<file path="src/rtl/proc_pkg.sv">
// Shared definitions for the execute unit: opcodes, instruction field
// positions, FSM state encoding and condition-flag bit indices.
// No ports (package).
package proc_pkg;

    // Opcode values carried in instr[31:27].
    localparam logic [4:0] OP_MOVSGPR = 5'b00000;
    localparam logic [4:0] OP_MOV     = 5'b00001;
    localparam logic [4:0] OP_ADD     = 5'b00010;
    localparam logic [4:0] OP_SUB     = 5'b00011;
    localparam logic [4:0] OP_MUL     = 5'b00100;
    localparam logic [4:0] OP_AND     = 5'b00101;
    localparam logic [4:0] OP_OR      = 5'b00110;
    localparam logic [4:0] OP_XOR     = 5'b00111;
    localparam logic [4:0] OP_NOT     = 5'b01000;

    // Instruction field bit positions. imm overlaps rsrc2; mode picks which applies.
    localparam int OPER_MSB  = 31;
    localparam int OPER_LSB  = 27;
    localparam int RDST_MSB  = 26;
    localparam int RDST_LSB  = 22;
    localparam int RSRC1_MSB = 21;
    localparam int RSRC1_LSB = 17;
    localparam int MODE_BIT  = 16;
    localparam int RSRC2_MSB = 15;
    localparam int RSRC2_LSB = 11;
    localparam int IMM_MSB   = 15;
    localparam int IMM_LSB   = 0;

    typedef enum logic [1:0] {
        IDLE = 2'd0,
        EXEC = 2'd1,
        MUL  = 2'd2
    } execState_e;

    // Position of each condition flag inside the 4-bit flags word.
    localparam int FLAG_S = 3;
    localparam int FLAG_Z = 2;
    localparam int FLAG_C = 1;
    localparam int FLAG_V = 0;

endpackage

</file>
<file path="src/rtl/proc_iter_mul.sv">
// Iterative radix-2 shift-add unsigned multiplier.
// Ports:
//   clk, rst_n  - clock and asynchronous active-low reset (aborts a multiply)
//   start_i     - load operands and begin; DATA_WIDTH cycles follow
//   opA_i/opB_i - multiplicand / multiplier, sampled on start_i
//   product_o   - full 2*DATA_WIDTH product; valid while done_o is high
//   done_o      - high during the last iteration cycle
module proc_iter_mul #(
    parameter int DATA_WIDTH = 16
) (
    input  logic                    clk,
    input  logic                    rst_n,
    input  logic                    start_i,
    input  logic [DATA_WIDTH-1:0]   opA_i,
    input  logic [DATA_WIDTH-1:0]   opB_i,
    output logic [2*DATA_WIDTH-1:0] product_o,
    output logic                    done_o
);
    localparam int CW = $clog2(DATA_WIDTH);

    logic [DATA_WIDTH-1:0]   mcand_q;
    logic [2*DATA_WIDTH-1:0] acc_q;
    logic [2*DATA_WIDTH-1:0] acc_d;
    logic [DATA_WIDTH:0]     partial;
    logic [CW-1:0]           count_q;
    logic                    busy_q;

    // The accumulator holds {partial product, remaining multiplier bits}.
    // Each step adds the multiplicand into the upper half when the current
    // multiplier bit is set, then shifts the whole thing right by one.
    // product_o is the post-step value so the caller can write it in the
    // final cycle rather than one cycle later.
    always_comb begin
        partial = {1'b0, acc_q[2*DATA_WIDTH-1:DATA_WIDTH]}
                + (acc_q[0] ? {1'b0, mcand_q} : '0);
        acc_d   = {partial, acc_q[DATA_WIDTH-1:1]};
    end

    assign product_o = acc_d;
    assign done_o    = busy_q && (count_q == CW'(DATA_WIDTH - 1));

    always_ff @(posedge clk or negedge rst_n) begin
        if (!rst_n) begin
            mcand_q <= '0;
            acc_q   <= '0;
            count_q <= '0;
            busy_q  <= 1'b0;
        end else if (start_i) begin
            mcand_q <= opA_i;
            acc_q   <= {{DATA_WIDTH{1'b0}}, opB_i};
            count_q <= '0;
            busy_q  <= 1'b1;
        end else if (busy_q) begin
            acc_q   <= acc_d;
            count_q <= count_q + 1'b1;
            if (done_o) begin
                busy_q <= 1'b0;
            end
        end
    end

endmodule

</file>
<file path="src/rtl/proc_exec_unit.sv">
// Execute unit: GPR file, SGPR and a serialized IDLE/EXEC/MUL sequencer.
// Optional condition flags are built only when PROC_FLAGS_EN is defined.
// Ports:
//   clk, rst_n          - clock, asynchronous active-low reset
//   in_valid / in_ready - instruction handshake (in_ready high only in IDLE)
//   instr               - {oper, rdst, rsrc1, mode, rsrc2/imm16}
//   done / illegal      - one-cycle pulses in the write cycle
//   dbg_raddr/dbg_rdata - combinational GPR read-back (0 when out of range)
//   sgpr                - special register (upper half of mul product)
//   flags               - {sign, zero, carry, overflow}; 0 without PROC_FLAGS_EN
module proc_exec_unit
    import proc_pkg::*;
#(
    parameter int DATA_WIDTH = 16,
    parameter int NUM_GPR    = 32
) (
    input  logic                  clk,
    input  logic                  rst_n,
    input  logic                  in_valid,
    output logic                  in_ready,
    input  logic [31:0]           instr,
    output logic                  done,
    output logic                  illegal,
    input  logic [4:0]            dbg_raddr,
    output logic [DATA_WIDTH-1:0] dbg_rdata,
    output logic [DATA_WIDTH-1:0] sgpr,
    output logic [3:0]            flags
);
    localparam int IDXW = (NUM_GPR > 1) ? $clog2(NUM_GPR) : 1;

    execState_e              state_q, state_d;
    logic [31:0]             ir_q;
    logic [DATA_WIDTH-1:0]   gpr_q [NUM_GPR];
    logic [DATA_WIDTH-1:0]   sgpr_q;

    logic [4:0]              irOper, irRdst, irRsrc1, irRsrc2;
    logic                    irMode;
    logic [DATA_WIDTH-1:0]   irImm;
    logic [4:0]              inOper, inRsrc1, inRsrc2;
    logic                    inMode;
    logic [DATA_WIDTH-1:0]   inImm;

    logic [DATA_WIDTH-1:0]   rs1Val, rs2Val, opB, inRs1Val, inRs2Val;
    logic [DATA_WIDTH-1:0]   execResult;
    logic                    execLegal;
    logic                    accept, mulStart, mulDone;
    logic [2*DATA_WIDTH-1:0] mulProduct;
    logic                    gprWrEn, sgprWrEn;
    logic [DATA_WIDTH-1:0]   gprWrData;

    assign irOper  = ir_q[OPER_MSB:OPER_LSB];
    assign irRdst  = ir_q[RDST_MSB:RDST_LSB];
    assign irRsrc1 = ir_q[RSRC1_MSB:RSRC1_LSB];
    assign irMode  = ir_q[MODE_BIT];
    assign irRsrc2 = ir_q[RSRC2_MSB:RSRC2_LSB];
    assign irImm   = DATA_WIDTH'(ir_q[IMM_MSB:IMM_LSB]);

    // The multiplier captures its operands at accept time, so it reads the
    // register file through the incoming instruction rather than the IR.
    assign inOper  = instr[OPER_MSB:OPER_LSB];
    assign inRsrc1 = instr[RSRC1_MSB:RSRC1_LSB];
    assign inMode  = instr[MODE_BIT];
    assign inRsrc2 = instr[RSRC2_MSB:RSRC2_LSB];
    assign inImm   = DATA_WIDTH'(instr[IMM_MSB:IMM_LSB]);

    // Register file read ports; indices past NUM_GPR read as zero.
    always_comb begin
        dbg_rdata = '0;
        rs1Val    = '0;
        rs2Val    = '0;
        inRs1Val  = '0;
        inRs2Val  = '0;
        if (int'(dbg_raddr) < NUM_GPR) dbg_rdata = gpr_q[dbg_raddr[IDXW-1:0]];
        if (int'(irRsrc1) < NUM_GPR)   rs1Val    = gpr_q[irRsrc1[IDXW-1:0]];
        if (int'(irRsrc2) < NUM_GPR)   rs2Val    = gpr_q[irRsrc2[IDXW-1:0]];
        if (int'(inRsrc1) < NUM_GPR)   inRs1Val  = gpr_q[inRsrc1[IDXW-1:0]];
        if (int'(inRsrc2) < NUM_GPR)   inRs2Val  = gpr_q[inRsrc2[IDXW-1:0]];
    end

    assign opB = irMode ? irImm : rs2Val;

    // Single-cycle result from the IR; sources are the pre-write values.
    always_comb begin
        execResult = '0;
        execLegal  = 1'b1;
        case (irOper)
            OP_MOVSGPR: execResult = sgpr_q;
            OP_MOV:     execResult = irMode ? irImm : rs1Val;
            OP_ADD:     execResult = rs1Val + opB;
            OP_SUB:     execResult = rs1Val - opB;
            OP_AND:     execResult = rs1Val & opB;
            OP_OR:      execResult = rs1Val | opB;
            OP_XOR:     execResult = rs1Val ^ opB;
            OP_NOT:     execResult = ~rs1Val;
            default:    execLegal  = 1'b0;
        endcase
    end

    proc_iter_mul #(
        .DATA_WIDTH(DATA_WIDTH)
    ) u_mul (
        .clk       (clk),
        .rst_n     (rst_n),
        .start_i   (mulStart),
        .opA_i     (inRs1Val),
        .opB_i     (inMode ? inImm : inRs2Val),
        .product_o (mulProduct),
        .done_o    (mulDone)
    );

    always_ff @(posedge clk or negedge rst_n) begin
        if (!rst_n) state_q <= IDLE;
        else        state_q <= state_d;
    end

    always_comb begin
        state_d = state_q;
        case (state_q)
            IDLE:    if (in_valid) state_d = (inOper == OP_MUL) ? MUL : EXEC;
            EXEC:    state_d = IDLE;
            MUL:     if (mulDone) state_d = IDLE;
            default: state_d = IDLE;
        endcase
    end

    // Illegal opcodes still pass through EXEC so done pulses, but nothing is written.
    always_comb begin
        in_ready  = (state_q == IDLE);
        accept    = in_ready && in_valid;
        mulStart  = accept && (inOper == OP_MUL);
        done      = (state_q == EXEC) || ((state_q == MUL) && mulDone);
        illegal   = (state_q == EXEC) && !execLegal;
        gprWrEn   = ((state_q == EXEC) && execLegal) || ((state_q == MUL) && mulDone);
        sgprWrEn  = (state_q == MUL) && mulDone;
        gprWrData = (state_q == MUL) ? mulProduct[DATA_WIDTH-1:0] : execResult;
    end

    // Writes to an rdst with no backing register simply match no entry.
    always_ff @(posedge clk or negedge rst_n) begin
        if (!rst_n) begin
            ir_q   <= '0;
            sgpr_q <= '0;
            for (int i = 0; i < NUM_GPR; i++) gpr_q[i] <= '0;
        end else begin
            if (accept)   ir_q   <= instr;
            if (sgprWrEn) sgpr_q <= mulProduct[2*DATA_WIDTH-1:DATA_WIDTH];
            for (int i = 0; i < NUM_GPR; i++) begin
                if (gprWrEn && (irRdst == 5'(i))) gpr_q[i] <= gprWrData;
            end
        end
    end

    assign sgpr = sgpr_q;

`ifdef PROC_FLAGS_EN
    logic [3:0] flags_q, flags_d;

    // Carry/borrow are derived from unsigned compares instead of a wider adder.
    // For mul, sign and zero describe the full 2*DATA_WIDTH product.
    always_comb begin
        flags_d = flags_q;
        if (state_q == EXEC) begin
            case (irOper)
                OP_ADD: begin
                    flags_d[FLAG_S] = execResult[DATA_WIDTH-1];
                    flags_d[FLAG_Z] = (execResult == '0);
                    flags_d[FLAG_C] = (execResult < rs1Val);
                    flags_d[FLAG_V] = (rs1Val[DATA_WIDTH-1] == opB[DATA_WIDTH-1])
                                   && (execResult[DATA_WIDTH-1] != rs1Val[DATA_WIDTH-1]);
                end
                OP_SUB: begin
                    flags_d[FLAG_S] = execResult[DATA_WIDTH-1];
                    flags_d[FLAG_Z] = (execResult == '0);
                    flags_d[FLAG_C] = (rs1Val < opB);
                    flags_d[FLAG_V] = (rs1Val[DATA_WIDTH-1] != opB[DATA_WIDTH-1])
                                   && (execResult[DATA_WIDTH-1] != rs1Val[DATA_WIDTH-1]);
                end
                OP_AND, OP_OR, OP_XOR, OP_NOT: begin
                    flags_d[FLAG_S] = execResult[DATA_WIDTH-1];
                    flags_d[FLAG_Z] = (execResult == '0);
                    flags_d[FLAG_C] = 1'b0;
                    flags_d[FLAG_V] = 1'b0;
                end
                default: flags_d = flags_q;
            endcase
        end else if ((state_q == MUL) && mulDone) begin
            flags_d[FLAG_S] = mulProduct[2*DATA_WIDTH-1];
            flags_d[FLAG_Z] = (mulProduct == '0);
            flags_d[FLAG_C] = |mulProduct[2*DATA_WIDTH-1:DATA_WIDTH];
            flags_d[FLAG_V] = 1'b0;
        end
    end

    always_ff @(posedge clk or negedge rst_n) begin
        if (!rst_n) flags_q <= '0;
        else        flags_q <= flags_d;
    end

    assign flags = flags_q;
`else
    assign flags = 4'b0000;
`endif

endmodule

</file>
<file path="config.mk">
export PLATFORM = sky130hd
export DESIGN_NAME = proc_exec_unit
export DESIGN_NICKNAME = d
export VERILOG_FILES = /design/src/rtl/proc_pkg.sv /design/src/rtl/proc_iter_mul.sv /design/src/rtl/proc_exec_unit.sv
export SDC_FILE = /design/constraint.sdc
export NUM_CORES = 2
export LEC_CHECK = 0
export BUFFER_PORTS_ARGS = -buffer_cell sky130_fd_sc_hd__buf_2
export CAP_MARGIN = 5
export CORE_MARGIN = 4
export CORE_UTILIZATION = 45
export DETAILED_ROUTE_END_ITERATION = 10
export GPL_TIMING_DRIVEN = 0
export MAX_ROUTING_LAYER = met4
export PLACE_DENSITY = 0.72
export REMOVE_ABC_BUFFERS = 1
export SYNTH_ARGS = -nofsm -noshare
export SYNTH_HDL_FRONTEND = slang
export SYNTH_HIERARCHICAL = 1
export SYNTH_SLANG_ARGS = --single-unit
</file>
<file path="constraint.sdc">
create_clock -name clk -period 6.2 [get_ports clk]
set_input_delay 1.24 -clock clk [delete_from_list [all_inputs] [get_ports clk]]
set_output_delay 1.24 -clock clk [all_outputs]
set_load 0.02 [all_outputs]
</file>
==> impl_metrics.toml <==
[outcome]
status = "finished, final reports clean"

[placed_design]
hpwl_um = 105000
dp.cells = 4577
port-buffer-count = 74
place_area_sq_um = 50000
gp_congestion = 0.962
pre_cts_ws_ns = -0.362

[worst_setup_path]
reg2reg_depth = 18
end_kind = "register"
critical_path_class = "reg2reg"
reg2reg_to = "gpr_q[414]$_DFFE_PN0P_"
worstPathArrival_ns = 6.47
crit_fanout = 31
r2r_slack_ns = 0.24
cp_data_required_time_ns = 6.70
start_kind = "register"
reg2reg_from = "ir_q[14]$_DFFE_PN0P_"

[sta]
holdWs_ns = 0.501
rsz0062_at_grt = "false"
max_slew_margin_pct = 6.64
fmax_mhz = 168
fin_worst_skew_ns = 0.0299
worstMarginPinSlew_ns = 1.40
period_needed_ns = 5.96
final-hold-violation-count = 0
finalMaxSlewViolations = 0
tns_ns = 0
setup_viol = 0
setup_ws_ns = 0.239
finalCritPeriodShare_pct = 96.1

[yosys]
synth_area_leader_cell = "mux4_2"
yosys_warnings = 6
synth_edf_count = 0
netlist_instances = 3385
synth_commonest_cells = "mux4_2 (744), dfrtp_1 (615), mux2_2 (543)"
syn-cell-area_sq_um = 47300
ys.flop_type = "dfrtp_1"
syn_area_per_cell_sq_um = 14.0
synth_seq_cells = 615
synthArstFlopShare_pct = 100
ys_seq_area_share_pct = 32.5
synthTopCellsByArea = "mux4_2 (35%), dfrtp_1 (33%), mux2_2 (13%), ha_1 (1.7%), clkbuf_1 (1.6%)"
synth.distinct_cells = 91
synthMostInstantiatedCell = "mux4_2"
synth_top_area_share_pct = 35.4

[layout]
final_area_sq_um = 52600
syn2layout_area_growth_pct = 11.3
fin_util_pct = 50.6
nNetsFinal = 3399
nFillCells = 8682
final_cells = 4726
drive_gt1_share_pct = 51.0

[floorplanning]
initial_core_util_pct = 45.5
num_rows = 118
die_h_um = 332
core_area_sq_um = 104000
io_pins = 79
fp.dieW_um = 332
design.die.area_sq_um = 110000

[global_route]
overflow = 0
grt_pass1_wl_um = 240000
gr-usage-all-layers_pct = 30.3
antenna_found_initial = 6
grt_pass1_vias = 34119
grt_max_degree = 122

[pwr]
power_density_nw_per_um2 = 168
peakVddDrop_uv = 228
leakagePower_nw = 21.7
total_power_mw = 8.84

[clocking]
cts_tree = "yes"
clkSlewWorstSetupHoldPaths_ns = 0.06
clock_sinks = 615
htreeDepth = 3
cts_hold_buf = 0
clk_latency_ns = 0.64
cts_buffer_depth = 3
cts-root-buf = "clkbuf_16"
cts_made_buffers = 73

[route]
via_count = 34646
first_iter_violations = 5086
drt_first_pass_iters = 5
wl_per_cell_um = 34.8
drc = 0
antenna_left = 0
via_per_inst = 7.33
drt-total-wl_um = 165000

[min_path]
hold_depth = 1
hold_start = "u_mul/acc_q[27]$_DFFE_PN0P_"
hold_class = "reg2reg"
min_to = "u_mul/acc_q[27]$_DFFE_PN0P_"

[job]
cap_viol_max_count = 0
==> cell families after synthesis <==
family	after synthesis	synth area share, %
AO/OA/AOI/OAI	384	5.62
multiplexers	1373	50.3
XOR/XNOR	34	0.630
buffers and inverters	416	4.00
adder cells (fa/ha/maj)	68	1.83
flip-flops	615	32.5
other	1	0.00793
AND/OR/NAND/NOR	494	5.02
==> what timing repair did <==
action / CTS / global route
gates cloned: 1 / 0
buffers inserted: 3 / 15
pin swaps: 2 / 3
gates resized for setup: 2 / 7
endpoints found under the setup margin: 119 / 147
==> cells in the final DEF, fill, tap and decap left out, types with 11 or more instances in the layout <==
master and instances:
mux4_2 744, dfrtp_1 603, mux2_2 543, nand2_1 181, o21ai_0 96, nor2_1 95, clkbuf_16 75, mux2i_1 73
ha_1 66, buf_2 61, inv_1 55, a21oi_1 55, buf_16 45, nand3_1 34, a221oi_1 32, a22oi_1 29
xnor2_1 29, a31oi_1 24, buf_12 23, and2_1 21, buf_4 21, o211ai_1 19, or3_1 19, o31ai_1 19
nand2_2 18, buf_6 18, nor2b_1 16, clkbuf_1 16, nor2_4 14, nand2b_1 13, buf_8 13, clkinv_2 12
nand4_1 11, nand3b_1 11, nor3_1 11, clkbuf_8 11
==> layer usage <==
layer	vias to the layer above	GRT usage, %	routed length (um)
met5	-	-	0
met4	0	17.9	12700
met3	652	9.97	22900
met2	2656	41.8	70400
met1	17849	39.0	58600
li1	13489	-	-
==> final cells by class <==
cell class,count,area (sq um),share of cell area [%]
Clock buffer,102,2090,3.97
Clock inverter,22,230,0.438
Antenna cell,6,15.0,0.0285
Tap cell,1380,1730,3.28
Timing Repair Buffer,181,2560,4.87
Multi-Input combinational cell,2358,30300,57.7
Inverter,62,233,0.442
Sequential cell,615,15400,29.3
==> power by group <==
group	switching, mW	internal, mW	total, mW
clock	1.81	2.51	4.31
sequential	0	4.01	4.01
combinational	0.343	0.167	0.510
total	2.15	6.69	8.84
==> flip-flops by register name (all words and copies together) (netlist names) <==
| signal | flops |
|---|---|
| gpr_q | 512 |
| ir_q | 32 |
| u_mul/acc_q | 32 |
| sgpr | 16 |
| u_mul/mcand_q | 16 |
| u_mul/count_q | 4 |
| state_q | 2 |
| u_mul/busy_q | 1 |
==> worst max path at each step <==
stage,from,end,slack [ns],cells after the start
2_1_floorplan,ir_q[17]$_DFFE_PN0P_,gpr_q[270]$_DFFE_PN0P_,-3.71,15
3_3_place_gp,rst_n,gpr_q[251]$_DFFE_PN0P_,-9.04,1
3_5_place_dp,ir_q[13]$_DFFE_PN0P_,gpr_q[63]$_DFFE_PN0P_,-0.36,18
4_1_cts,ir_q[11]$_DFFE_PN0P_,gpr_q[223]$_DFFE_PN0P_,0.03,19
5_1_grt,ir_q[11]$_DFFE_PN0P_,gpr_q[414]$_DFFE_PN0P_,0.02,20
6_report,ir_q[14]$_DFFE_PN0P_,gpr_q[414]$_DFFE_PN0P_,0.24,18
==> worst max-delay path: stages, from the launching register on <==
cell and delay, ns:
dfrtp_2 0.97, and3b_4 0.75, a211oi_1 0.16, a22o_1 0.34, ha_1 0.32, nand2_1 0.06, o21ai_0 0.15, fa_1 0.48
nor2b_1 0.13, o21ai_0 0.14, a21boi_0 0.41, o211ai_1 0.16, a21oi_1 0.25, nor3_1 0.14, o211a_1 0.23, nor3_1 0.39
o31ai_4 0.20, buf_8 0.24, mux2_2 0.27
No activity file was read; power rests on OpenSTA's default activity.
